### src/rtl/icache_pkg.sv
// Shared icache configuration: FSM state encodings and default geometry.
package icache_pkg;
   localparam int         ICACHE_INDEX_BITS = 6;
   localparam logic [0:0] ICACHE_IDLE       = 1'b0;
   localparam logic [0:0] ICACHE_MISS       = 1'b1;
endpackage

### src/rtl/icache_array.sv
// Direct-mapped line storage: async read, sync write, valid bits cleared by rst.
module icache_array
   import icache_pkg::*;
#(
   parameter int INDEX_BITS = ICACHE_INDEX_BITS,
   parameter int TAG_BITS   = 30 - INDEX_BITS
) (
   input  logic                  clk,
   input  logic                  rst,
   input  logic [INDEX_BITS-1:0] rd_idx_i,
   output logic                  rd_valid_o,
   output logic [TAG_BITS-1:0]   rd_tag_o,
   output logic [31:0]           rd_data_o,
   input  logic                  wr_en_i,
   input  logic [INDEX_BITS-1:0] wr_idx_i,
   input  logic [TAG_BITS-1:0]   wr_tag_i,
   input  logic [31:0]           wr_data_i
);
   localparam int LINES = 2 ** INDEX_BITS;

   logic [LINES-1:0]    valid_q;
   logic [TAG_BITS-1:0] tag_q  [LINES];
   logic [31:0]         data_q [LINES];

   always_ff @(posedge clk) begin
      if (rst) begin
         valid_q <= '0;
      end else if (wr_en_i) begin
         valid_q[wr_idx_i] <= 1'b1;
      end
   end

   // Tag/data need no reset: they are only observed behind a valid bit.
   always_ff @(posedge clk) begin
      if (wr_en_i) begin
         tag_q[wr_idx_i]  <= wr_tag_i;
         data_q[wr_idx_i] <= wr_data_i;
      end
   end

   assign rd_valid_o = valid_q[rd_idx_i];
   assign rd_tag_o   = tag_q[rd_idx_i];
   assign rd_data_o  = data_q[rd_idx_i];
endmodule

### src/rtl/icache.sv
// Direct-mapped one-word-line icache: 0-cycle hits, misses filled via IF_* port with bypass.
// Define ICACHE_STATS_EN to add hit_cnt/miss_cnt counters.
module icache
   import icache_pkg::*;
#(
   parameter int INDEX_BITS = ICACHE_INDEX_BITS,
   parameter int TAG_BITS   = 30 - INDEX_BITS
) (
   input  logic        clk,
   input  logic        rst,
   input  logic        rdy,
   input  logic        jump_rst,
   input  logic        fetch_valid,
   input  logic [31:0] fetch_pc,
   output logic        fetch_hit,
   output logic [31:0] fetch_inst,
   output logic        IF_valid,
   output logic [31:0] IF_addr,
   input  logic        IF_send,
   input  logic [31:0] IF_inst
`ifdef ICACHE_STATS_EN
   ,
   output logic [31:0] hit_cnt,
   output logic [31:0] miss_cnt
`endif
);
   logic [0:0]            state_q, state_d;
   logic [29:0]           miss_q, miss_d;
   logic [INDEX_BITS-1:0] idx;
   logic [TAG_BITS-1:0]   tag;
   logic                  rd_valid;
   logic [TAG_BITS-1:0]   rd_tag;
   logic [31:0]           rd_data;
   logic                  lookup_hit, bypass, start_miss, fill;
   logic                  unused_pc_lsb;

   assign idx           = fetch_pc[INDEX_BITS+1:2];
   assign tag           = fetch_pc[31:INDEX_BITS+2];
   assign unused_pc_lsb = ^fetch_pc[1:0];

   icache_array #(.INDEX_BITS(INDEX_BITS), .TAG_BITS(TAG_BITS)) u_array (
      .clk        (clk),
      .rst        (rst),
      .rd_idx_i   (idx),
      .rd_valid_o (rd_valid),
      .rd_tag_o   (rd_tag),
      .rd_data_o  (rd_data),
      .wr_en_i    (fill),
      .wr_idx_i   (miss_q[INDEX_BITS-1:0]),
      .wr_tag_i   (miss_q[29:INDEX_BITS]),
      .wr_data_i  (IF_inst)
   );

   assign lookup_hit = fetch_valid && rdy && rd_valid && (rd_tag == tag);
   assign start_miss = (state_q == ICACHE_IDLE) && fetch_valid && rdy && !jump_rst && !lookup_hit;
   // A flush in the same cycle as IF_send discards the fill entirely.
   assign fill       = (state_q == ICACHE_MISS) && IF_send && rdy && !jump_rst;
   assign bypass     = fill && fetch_valid && (fetch_pc[31:2] == miss_q);

   always_comb begin
      state_d = state_q;
      miss_d  = miss_q;
      if (start_miss) begin
         state_d = ICACHE_MISS;
         miss_d  = fetch_pc[31:2];
      end else if ((state_q == ICACHE_MISS) && rdy && (jump_rst || IF_send)) begin
         state_d = ICACHE_IDLE;
      end
   end

   always_ff @(posedge clk) begin
      if (rst) begin
         state_q <= ICACHE_IDLE;
         miss_q  <= '0;
      end else begin
         state_q <= state_d;
         miss_q  <= miss_d;
      end
   end

   always_comb begin
      fetch_hit  = 1'b0;
      fetch_inst = '0;
      if (!rst) begin
         if (bypass) begin
            fetch_hit  = 1'b1;
            fetch_inst = IF_inst;
         end else if ((state_q == ICACHE_IDLE) && lookup_hit && !jump_rst) begin
            fetch_hit  = 1'b1;
            fetch_inst = rd_data;
         end
      end
   end

   assign IF_valid = (state_q == ICACHE_MISS);
   assign IF_addr  = {miss_q, 2'b00};

`ifdef ICACHE_STATS_EN
   logic [31:0] hit_cnt_q, miss_cnt_q;

   always_ff @(posedge clk) begin
      if (rst) begin
         hit_cnt_q  <= '0;
         miss_cnt_q <= '0;
      end else if (rdy) begin
         if (fetch_hit)  hit_cnt_q  <= hit_cnt_q + 32'd1;
         if (start_miss) miss_cnt_q <= miss_cnt_q + 32'd1;
      end
   end

   assign hit_cnt  = hit_cnt_q;
   assign miss_cnt = miss_cnt_q;
`endif
endmodule

### config.mk
export PLATFORM = sky130hd
export DESIGN_NAME = icache
export DESIGN_NICKNAME = d
export VERILOG_FILES = /design/src/rtl/icache_pkg.sv /design/src/rtl/icache_array.sv /design/src/rtl/icache.sv
export SDC_FILE = /design/constraint.sdc
export NUM_CORES = 2
export LEC_CHECK = 0
export BUFFER_PORTS_ARGS = -buffer_cell sky130_fd_sc_hd__buf_2
export CAP_MARGIN = 20
export CORE_ASPECT_RATIO = 0.9
export CORE_MARGIN = 2
export CORE_UTILIZATION = 44
export DETAILED_ROUTE_END_ITERATION = 8
export GPL_ROUTABILITY_DRIVEN = 0
export PLACE_DENSITY = 0.58
export SLEW_MARGIN = 5
export SYNTH_ARGS = -nofsm -noshare
export SYNTH_HDL_FRONTEND = slang
export SYNTH_SLANG_ARGS = --single-unit
### constraint.sdc
create_clock -name clk -period 12.47 [get_ports clk]
set_clock_uncertainty 0.1 [all_clocks]
set_input_delay 0.6235 -clock clk [delete_from_list [all_inputs] [get_ports clk]]
set_output_delay 0.6235 -clock clk [all_outputs]
set_load 0.01 [all_outputs]
==> results by group <==
Run status
  • Status: completed

Setup path
  • Worst Path Arrival: 6.68 ns
  • Reg2reg end: miss_q[6]
  • RR Startpoint: u_array.tag_q[13][13]
  • R2R setup slack: 7.93 ns
  • CP Launch Type: primary input
  • Crit-path cells: buf_8, buf_4, buf_4, mux4_2, o32ai_1, nor4_1, xor2_1, mux2i_1, o21a_1, nand3_1, nor3_1, a41oi_4, buf_4, nor3_1, buf_2
  • Slowest stage delay, CP: 0.82 ns
  • Critical Path RT: 11.75 ns
  • CP Capture Type: output pin
  • Crit Path Class: in2out
  • Reg2reg path depth: 11
  • Slowest-stage cell, CP: mux2i_1
  • Most frequent cell on the critical path: buf_4
  • CP max FO: 56

Min path
  • Hold WC Path Type: in2reg
  • WHS Endpoint: IF_valid
  • Hold path start: rdy
  • Hold path depth: 5

Timing
  • Unrepaired setup endpoints after global routing: no
  • Final TNS setup: 0 ns
  • Final worst setup slack: 5.06 ns
  • Minimum clock period: 7.41 ns
  • Final Hold Vio Count: 0
  • Slew @ Worst Pin: 1.16 ns
  • Fmax: 135 MHz
  • Max-slew violation count: 0
  • Setup violators final: 0
  • Max-slew headroom: 22.5%
  • Final period utilization: 59.4%

Placement
  • HPWL after DPL: 230000 um
  • Placed insts: 10800
  • Port Buf Inserts: 131
  • DP Area: 149000 um^2
  • Post-Place Worst Slack: 4.88 ns

Drt
  • DRC: 0
  • Drt initial violations: 11000
  • WL final: 430000 um
  • Post-route ant nets: 0
  • Via/cell ratio: 6.32
  • Total vias in the final route: 72700
  • TritonRoute pass-1 iters: 6
  • Wire per inst: 37.4 um

Power
  • Lkg Pwr: 0.0492 uW
  • VDD IR-drop max: 0.173 mV
  • Pwr Density: 159 nW/um^2

Finish
  • Layout cells sized above 1: 27.5%
  • Commonest non-fill, non-tap cell in the layout: edfxtp_1
  • Post-Layout Cell Count: 11500
  • Final instance area: 162000 um^2
  • Utilization after layout: 50.1%
  • Area growth from synthesis to layout: 13.5%
  • # nets final: 6948
  • Most frequent cells in the layout: edfxtp_1 (3584), mux4_2 (920), mux2i_1 (384)

Run
  • Number of max-cap violations: 0

GRT
  • GRT Util Overall: 25.9%
  • Largest net degree at the start of global routing: 151
  • Initial antenna violation count: 26
  • Remaining Overflow, GRT: 0
  • Vias in the first global route: 70600
  • First-pass GRT wire length: 586000 um

Synth
  • Most used DFF post-synth: edfxtp_1
  • Synth Area per Inst: 22.1 um^2
  • Synth cell types: 78
  • EDFF count, synth: 3584
  • Gate Count Post-Synth: 6444
  • Post-Syn Area: 143000 um^2
  • Synthesis warning total: 0
  • Register area share after synthesis: 76.8%
  • Register bit total from synthesis: 3679
  • Async S/R FF share, synth: 0%

Clock network
  • CTS tree: built
  • Clk sink count: 3679
  • Clk pin slew, worst setup/hold paths: 0.06 ns
  • Root buf cell: clkbuf_16
  • Worst skew pair latency: 0.97 ns
  • # H-tree levels: 5
  • Clock buffer depth: 4
  • Number of buffers created by CTS: 374

Floorplan
  • Horiz. Die Dim: 604 um
  • IO Count: 136
  • Starting Density: 44.2%
  • Die Y: 544 um
  • Total core area: 323000 um^2
  • Die ar.: 329000 um^2
  • FP Rows: 198
[worst max path at each step]
stage	to	from	slack, ns
6_report	fetch_inst[8]	fetch_pc[4]	5.06
5_1_grt	fetch_inst[8]	fetch_pc[2]	4.84
4_1_cts	fetch_inst[8]	fetch_pc[3]	4.90
3_5_place_dp	fetch_inst[8]	fetch_pc[2]	4.88
3_3_place_gp	fetch_inst[8]	fetch_pc[2]	4.88
2_1_floorplan	fetch_inst[0]	fetch_pc[2]	7.80
[synthesized netlist by cell type, types with 6 or more instances]
cell	n	area, um^2
mux2i_1	384	3840
o2111ai_1	8	70.1
a31oi_1	16	100
edfxtp_1	3584	108000
buf_4	40	300
a32oi_1	7	61.3
buf_1	35	131
a22o_1	8	70.1
a221oi_1	15	131
a211oi_1	15	113
nor3_1	44	220
nand3_1	63	315
nand3b_1	10	75.1
nor4_1	15	93.8
inv_1	8	30.0
or3b_2	6	52.6
and3_1	13	81.3
clkbuf_1	146	548
a21oi_1	43	215
o211ai_1	13	97.6
nand4_1	29	181
or3_1	7	43.8
buf_6	33	372
o21ba_2	10	100
o22ai_1	18	113
dfxtp_1	95	1900
buf_2	104	521
mux2_2	18	203
o221ai_1	8	70.1
a22oi_1	126	946
nand2_1	111	417
xor2_1	35	307
nand2b_1	75	469
o21ai_0	21	105
xnor2_1	10	87.6
and2_1	11	68.8
nor2b_1	30	188
mux4_2	920	20700
nor2_1	223	837
[worst max-delay path: cells and delay by family]
kind	cells	cell delay, ns
and+or+nand+nor	4	1.16
xor gates and xnor gates	1	0.15
buffers and inverters	5	2.63
AOI/OAI and AO/OA	3	0.66
muxes	2	1.24
[state kept, by name, indices dropped and copies added (netlist names)]
register         flops
IF_valid             1
u_array.tag_q     1536
miss_q              30
u_array.data_q    2048
u_array.valid_q     64
[layout make-up]
type | count | area [um^2]
antenna | 9 | 22.5
timing repair buffer | 415 | 3220
fill | 25500 | 161000
clock inverter | 225 | 1990
inverter | 10 | 50.0
sequential | 3679 | 110000
multi-input combinational | 2398 | 31700
clock buffer | 462 | 9920
tap | 4300 | 5380
[cells by family (layout without fill, tap and decap cells)]
logic type	after synthesis	after routing	synth area share (%)
multiplexers	1322	1322	17.4
flip-flops	3679	3679	76.8
AO/OA/AOI/OAI	354	354	1.83
buffers and inverters	368	1112	1.34
other	1	11	0.00263
XOR/XNOR	45	45	0.276
AND/OR/NAND/NOR	675	675	2.37
[per-layer routing]
| metal | GRT usage (%) | vias up | routed length [um] |
|---|---|---|---|
| li1 | - | 28200 | - |
| met1 | 38.0 | 39800 | 177000 |
| met2 | 39.6 | 4018 | 197000 |
| met3 | 4.38 | 731 | 40200 |
| met4 | 8.93 | 4 | 15400 |
| met5 | 0 | - | 21 |
[report_power, final]
part,internal (uW),total (uW),switching (uW)
registers,13500,13500,5.71
logic,434,1160,721
clock network,6240,11000,4760
total,20200,25700,5490
[stage by stage]
stage / hold WS, ns / total power (uW)
detailed placement: 0.348 / 14900
finish: 0.108 / 25700
global route: 0.133 / 26400
global placement: 0.346 / 14900
CTS: 0.0419 / 25800
floorplan: 0.335 / 14500
[repair_timing]
action                    in CTS  in global routing
setup buffers                  0                  0
hold buffers                  25                  9
gates resized for setup        0                  0
hold endpoints to repair      25                 64
(Power assumes the default switching activity.)
